**src/rtl/demux1_8_stream_if.sv**
```systemverilog
// Bundle of the producer stream and the eight consumer lanes around demux1_8_stream.
// Handshake: a word moves on a rising edge where valid & ready are both high; valid never depends on ready.
interface demux1_8_stream_if #(
  parameter int WIDTH = 64
);
  logic             in_valid;
  logic             in_ready;
  logic [2:0]       in_sel;
  logic [WIDTH-1:0] in_data;
  logic [7:0]       out_valid;
  logic [7:0]       out_ready;
  logic [8*WIDTH-1:0] out_data;
  logic             idle;

  // Demux side
  modport slave (
    input  in_valid, in_sel, in_data, out_ready,
    output in_ready, out_valid, out_data, idle
  );

  // Producer/consumer side
  modport master (
    output in_valid, in_sel, in_data, out_ready,
    input  in_ready, out_valid, out_data, idle
  );
endinterface

```
**src/rtl/demux1_8_stream.sv**
```systemverilog
// Registered 1-to-8 stream demultiplexer: each lane owns a one-entry buffer, so a
// stalled lane only blocks words addressed to it.
`ifndef ARCH_WIDTH
`define ARCH_WIDTH 64
`endif

module demux1_8_stream #(
  parameter int WIDTH = `ARCH_WIDTH
) (
  input  logic clk,
  input  logic rst,
  demux1_8_stream_if.slave bus
);
  localparam int LANES = 8;

  logic [LANES-1:0] full;
  logic [WIDTH-1:0] lane_buf [LANES];
  logic             accept;
  logic [LANES-1:0] acc_mask;

  // Readiness looks only at the addressed lane; a drain this edge frees the slot.
  assign bus.in_ready = ~full[bus.in_sel] | bus.out_ready[bus.in_sel];
  assign accept       = bus.in_valid & bus.in_ready;

  always_comb begin
    acc_mask = '0;
    if (accept) acc_mask[bus.in_sel] = 1'b1;
  end

  always_ff @(posedge clk or posedge rst) begin
    if (rst) begin
      full <= '0;
      for (int i = 0; i < LANES; i++) lane_buf[i] <= '0;
    end else begin
      for (int i = 0; i < LANES; i++) begin
        if (acc_mask[i]) begin
          lane_buf[i] <= bus.in_data;
          full[i]     <= 1'b1;
        end else if (bus.out_ready[i]) begin
          full[i]     <= 1'b0;
        end
      end
    end
  end

  assign bus.out_valid = full;
  assign bus.idle      = ~|full;

  for (genvar g = 0; g < LANES; g++) begin : g_lane
    assign bus.out_data[g*WIDTH +: WIDTH] = lane_buf[g];
  end
endmodule

```
**src/flat_wrapper.sv**
```systemverilog
// flat-port wrapper written by rule: the top's interface ports become plain ports
module demux1_8_stream_flat 
#(
  parameter int WIDTH = `ARCH_WIDTH
)
  (clk, rst, bus_in_valid, bus_in_sel, bus_in_data, bus_out_ready, bus_in_ready, bus_out_valid, bus_out_data, bus_idle);
  demux1_8_stream_if #(.WIDTH(WIDTH)) bus_i ();
  input  logic clk;
  input  logic rst;
  input wire logic [$bits(bus_i.in_valid)-1:0] bus_in_valid;
  input wire logic [$bits(bus_i.in_sel)-1:0] bus_in_sel;
  input wire logic [$bits(bus_i.in_data)-1:0] bus_in_data;
  input wire logic [$bits(bus_i.out_ready)-1:0] bus_out_ready;
  output wire logic [$bits(bus_i.in_ready)-1:0] bus_in_ready;
  output wire logic [$bits(bus_i.out_valid)-1:0] bus_out_valid;
  output wire logic [$bits(bus_i.out_data)-1:0] bus_out_data;
  output wire logic [$bits(bus_i.idle)-1:0] bus_idle;
  assign bus_i.in_valid = bus_in_valid;
  assign bus_i.in_sel = bus_in_sel;
  assign bus_i.in_data = bus_in_data;
  assign bus_i.out_ready = bus_out_ready;
  assign bus_in_ready = bus_i.in_ready;
  assign bus_out_valid = bus_i.out_valid;
  assign bus_out_data = bus_i.out_data;
  assign bus_idle = bus_i.idle;
  demux1_8_stream #(.WIDTH(WIDTH)) u_core (.clk(clk), .rst(rst), .bus(bus_i));
endmodule
```
**config.mk**
```make
export PLATFORM = sky130hd
export DESIGN_NAME = demux1_8_stream_flat
export DESIGN_NICKNAME = d
export VERILOG_FILES = /design/src/rtl/demux1_8_stream_if.sv /design/src/rtl/demux1_8_stream.sv /design/src/flat_wrapper.sv
export SDC_FILE = /design/constraint.sdc
export NUM_CORES = 1
export LEC_CHECK = 0
export CELL_PAD_IN_SITES_DETAIL_PLACEMENT = 1
export CELL_PAD_IN_SITES_GLOBAL_PLACEMENT = 2
export CORE_MARGIN = 2
export CORE_UTILIZATION = 35
export DETAILED_ROUTE_END_ITERATION = 16
export PLACE_DENSITY = 0.95
export SKIP_LAST_GASP = 1
export SLEW_MARGIN = 20
export SYNTH_ARGS = -nofsm -noshare
export SYNTH_HDL_FRONTEND = slang
export SYNTH_SLANG_ARGS = --single-unit
```
**constraint.sdc**
```tcl
create_clock -name clk -period 31.1 [get_ports clk]
set_input_delay 6.22 -clock clk [delete_from_list [all_inputs] [get_ports clk]]
set_output_delay 6.22 -clock clk [all_outputs]
set_load 0.03 [all_outputs]
```
# --- Yosys cells after proc, flatten, opt, wreduce, memory -nomap -nowiden ---
# Index checks and enable logic that the tools add are counted.
totals:
  register_bits: 520
  out_inout_bits: 522
classes:
  muxes: 23
  n_bitwise: 3
  reduce_logical: 11
  magnitude_cmp: 2
ops:
  columns: ["operator", "n"]
  rows:
  - ["2-to-1 mux 1 bit", 19]
  - ["nonzero test 2 bit", 8]
  - ["2-to-1 mux 8 bit", 1]
  - ["OR reduction 8 bit", 1]
  - ["binary-select mux 1 bit (select 3 bit)", 2]
  - ["< comparator 3 x 4 -> 1 bit, second input constant", 1]
  - ["demux 1 bit (select 3 bit)", 1]
  - [">= comparator 3 x 1 -> 1 bit, second input constant", 1]
  - ["bitwise AND 1 bit", 1]
  - ["logical AND 1 bit", 1]
  - ["logical NOT 1 bit", 1]
  - ["inverter 1 bit", 1]
  - ["bitwise OR 1 bit", 1]

# --- Longest topological paths before layout ---
logic_depth:
  word_depth: 7
  ltp_mapped: 5

# --- Least setup slack after synthesis ---
# No wires, ideal clock.
synth_timing:
  path_kind: "input to output"
  from: "in bus_out_ready[5]"
  to: "out bus_in_ready"
  arrival_ns: 7.215
  slack_ns: 17.665
  t_required_ns: 24.880
  stages: 3
  path_cell_list: "nand2b_1 -> mux4_1 -> mux2_2"
synth_via:
  elab_chain_cells: 3
synth_lines:
  columns: ["item", "line", "rtl"]
  rows:
  - ["from (decl)", "flat_wrapper.sv:13", "input wire logic [$bits(bus_i.out_ready)-1:0] bus_out_ready;"]
  - ["binary-select mux 1 bit (select 3 bit)", "demux1_8_stream.sv:22", "assign bus.in_ready = ~full[bus.in_sel] | bus.out_ready[bus.in_sel];"]
  - ["2-to-1 mux 1 bit (implied by the code)", "demux1_8_stream.sv:22", null]
  - ["bitwise OR 1 bit", "demux1_8_stream.sv:22", null]
  - ["to (decl)", "flat_wrapper.sv:14", "output wire logic [$bits(bus_i.in_ready)-1:0] bus_in_ready;"]
# No other way between the ends. The select of a mux whose other input is x is not followed.

# --- Final worst setup path ---
layout_timing:
  from: "in bus_in_sel[0]"
  to: "out bus_in_ready"
layout_via:
  elab_chain_cells: 4
  word_cells_on_any_way: 6
layout_lines:
  columns: ["item", "line", "rtl"]
  rows:
  - ["from (decl)", "flat_wrapper.sv:11", "input wire logic [$bits(bus_i.in_sel)-1:0] bus_in_sel;"]
  - ["binary-select mux 1 bit (select 3 bit)", "demux1_8_stream.sv:22", null]
  - ["2-to-1 mux 1 bit (implied by the code)", "demux1_8_stream.sv:22", null]
  - ["inverter 1 bit", "demux1_8_stream.sv:22", null]
  - ["bitwise OR 1 bit (*)", "demux1_8_stream.sv:22", null]
# Every way passes the cells marked *; elsewhere a longest branch is shown, timed or not. The select of a mux whose other input is x is not followed.

==> run metrics <==
worst setup path startpoint bus_in_sel[0]; CTS tree yes; Overflow after GRT 0; max cap viols 0; RSZ-0062 raised after global routing no; most used cells in the layout excluding fill and tap cells clkdlybuf4s50_1 (599), dfrtp_1 (520), mux2_2 (364); Vias/cell 4.86; final core utilization approximately half; vias in the first global route about 14,000; Tmin final roughly 15 ns; Worst Path Required 24.88 ns; first-pass GRT wire length 96,700 um; Mapped Area around 0.02 mm^2; Rows 87; period utilisation layout between 40% and 50%; Syn. warnings 0; multi-input logic area about 0.0064 mm^2; Sequential Area 0.0130 mm^2; clock root buffer clkbuf_16; GP Congestion 0.807; final setup fails 0; final WL approximately 64,000 um; sequential element share of the synthesized area approximately 65%; Worst-Skew Late Latency just over 0.6 ns; crit start category input port; Port Buffers 599; clk_skew 0.0215 ns; Syn Inst Count roughly 1,100; Die Y approximately 240 um; synth unique cells 25; commonest non-fill, non-tap cell in the layout clkdlybuf4s50_1; core footprint 0.0564 mm^2; clock sinks 520; Yosys top cell by area dfrtp_1; vias post-DR 12,300; Die Wd about 240 um; Pre-antenna DRT Iters 4; leakage ~12 nW; placed cell area around 0.026 mm^2; Layout area overhead 42.3%; post-synth top area share about two thirds; DRT iter0 DRCs around 430; I/O pins 600; Power Dens Cells 87.9 mW/mm^2; Arr. time, crit path around 8.4 ns; post-CTS setup buffer count 0; synth top area cells dfrtp_1 (65%), mux2_2 (21%), mux2_4 (5.3%); f_max 0.0686 GHz; outcome completed; Worst R2R Start u_core.bus.out_valid[3]; CTS max path bufs 3; fin nets 1,820; GRT Util Overall approximately 22%; Hold Vio Cnt, Final 0; post-route cell area 0.0284 mm^2; drt drc 0; Fin Setup TNS 0 ns; Least-Margin Pin Slew about 1.0 ns; Avg Inst Size Synth 17.7 um^2; Slew HR between 30 and 40%; syn nets roughly 1,200; Worst-path clk slew 0.06 ns; dpl hpwl ~43,000 um; total CTS buffers 54; initial antenna violation count 1; Crit Path Class in -> out; fill count 5,443; Worst setup EP type primary output; Max Fanout on Critical Path 5; drt wl/cell ~25 um; hold crit path type reg -> reg; hold buffers post-CTS 0; Hold Path Origin u_core.bus.out_data[511]; die area around 0.059 mm^2; starting density of the core between 30% and 40%; Resized cells post-CTS 0; ANT nets after route 0; share of cells above drive strength 1 30.8%; fin. max-slew vios 0; htree depth 2; flops & latches, synth 520; VDD IR max between 0.05 and 0.06 mV; largest net degree at the start of global routing 145
[kinds of logic (layout without fill, tap and decap cells)]
kind of cell    Yosys count  after routing  synth area share [%]
simple gates             32             32                 0.971
compound gates            4              4                 0.100
buf+inv                  57            711                  3.25
flops                   520            520                  65.2
mux                     515            515                  30.5
other cells               0              1                     0
[stage by stage]
stage / std cells / worst slack, ns / power (W) / hold WS (ns)
2_1_floorplan: 1128 / 10.35 / 0.00138 / 0.689
3_3_place_gp: 2441 / 16.62 / 0.00176 / 0.467
3_5_place_dp: 2441 / 16.54 / 0.00179 / 0.474
4_1_cts: 2537 / 16.53 / 0.00252 / 0.489
5_1_grt: 2539 / 16.47 / 0.00258 / 0.493
6_report: 2539 / 16.53 / 0.00250 / 0.485
[cell usage after synthesis]
cell and count:
and2b_1 1, and3b_1 2, and4_1 1, buf_12 11
buf_2 16, buf_4 2, buf_6 20, buf_8 7
dfrtp_1 520, inv_1 1, mux2_1 79, mux2_2 364
mux2_4 70, mux4_1 1, mux4_2 1, nand2_1 8
nand2_2 1, nand2b_1 8, nand3_1 3, nand4_1 1
nor2_1 2, nor2b_2 2, nor3b_2 1, o21ai_0 4
or4_1 2
[registers in the layout (all words and copies together), names as in the netlist]
signal / flops
u_core.bus.out_valid: 8
u_core.bus.out_data: 512
[metal layers]
metal  vias up  track usage (%)  wire length (um)
met5         -                0                 0
met4         0             9.44              3000
met3       149             7.33              5090
met2       488             37.5             32400
met1      6469             24.1             23800
li1       5231                -                 -
[area by class of cell]
class                   count  share of cell area (%)
flip-flops and latches    520                    45.8
multi-input cells         551                    22.4
repair buffers            614                    21.6
clock buffers              71                    5.30
well taps                 756                    3.33
clock inverters            25                    1.52
inverters                   1                  0.0396
diodes                      1                 0.00881
[worst paths after layout]
kind,slack [ns],end,cells after the start
max reg2reg,28.36,u_core.bus.out_data[220],4
max in group asynchronous,23.16,u_core.bus.out_data[115],4
max,16.53,bus_in_ready,4
min,0.48,u_core.bus.out_data[511],1
min reg2reg,0.48,u_core.bus.out_data[511],1
min in group asynchronous,6.01,u_core.bus.out_data[220],2
[worst max-delay path: stages]
cell	delay [ns]
clkdlybuf4s50_1	0.63
mux4_1	0.61
mux2_2	0.29
clkdlybuf4s50_1	0.60
[power breakdown]
part           leakage (nW)  internal (W)  switching (W)
clock                 0.947      0.000431       0.000275
combinational          4.89      0.000378       0.000494
sequential             6.25      0.000828      0.0000902
Note: power is estimated with default switching activity, not from simulation.
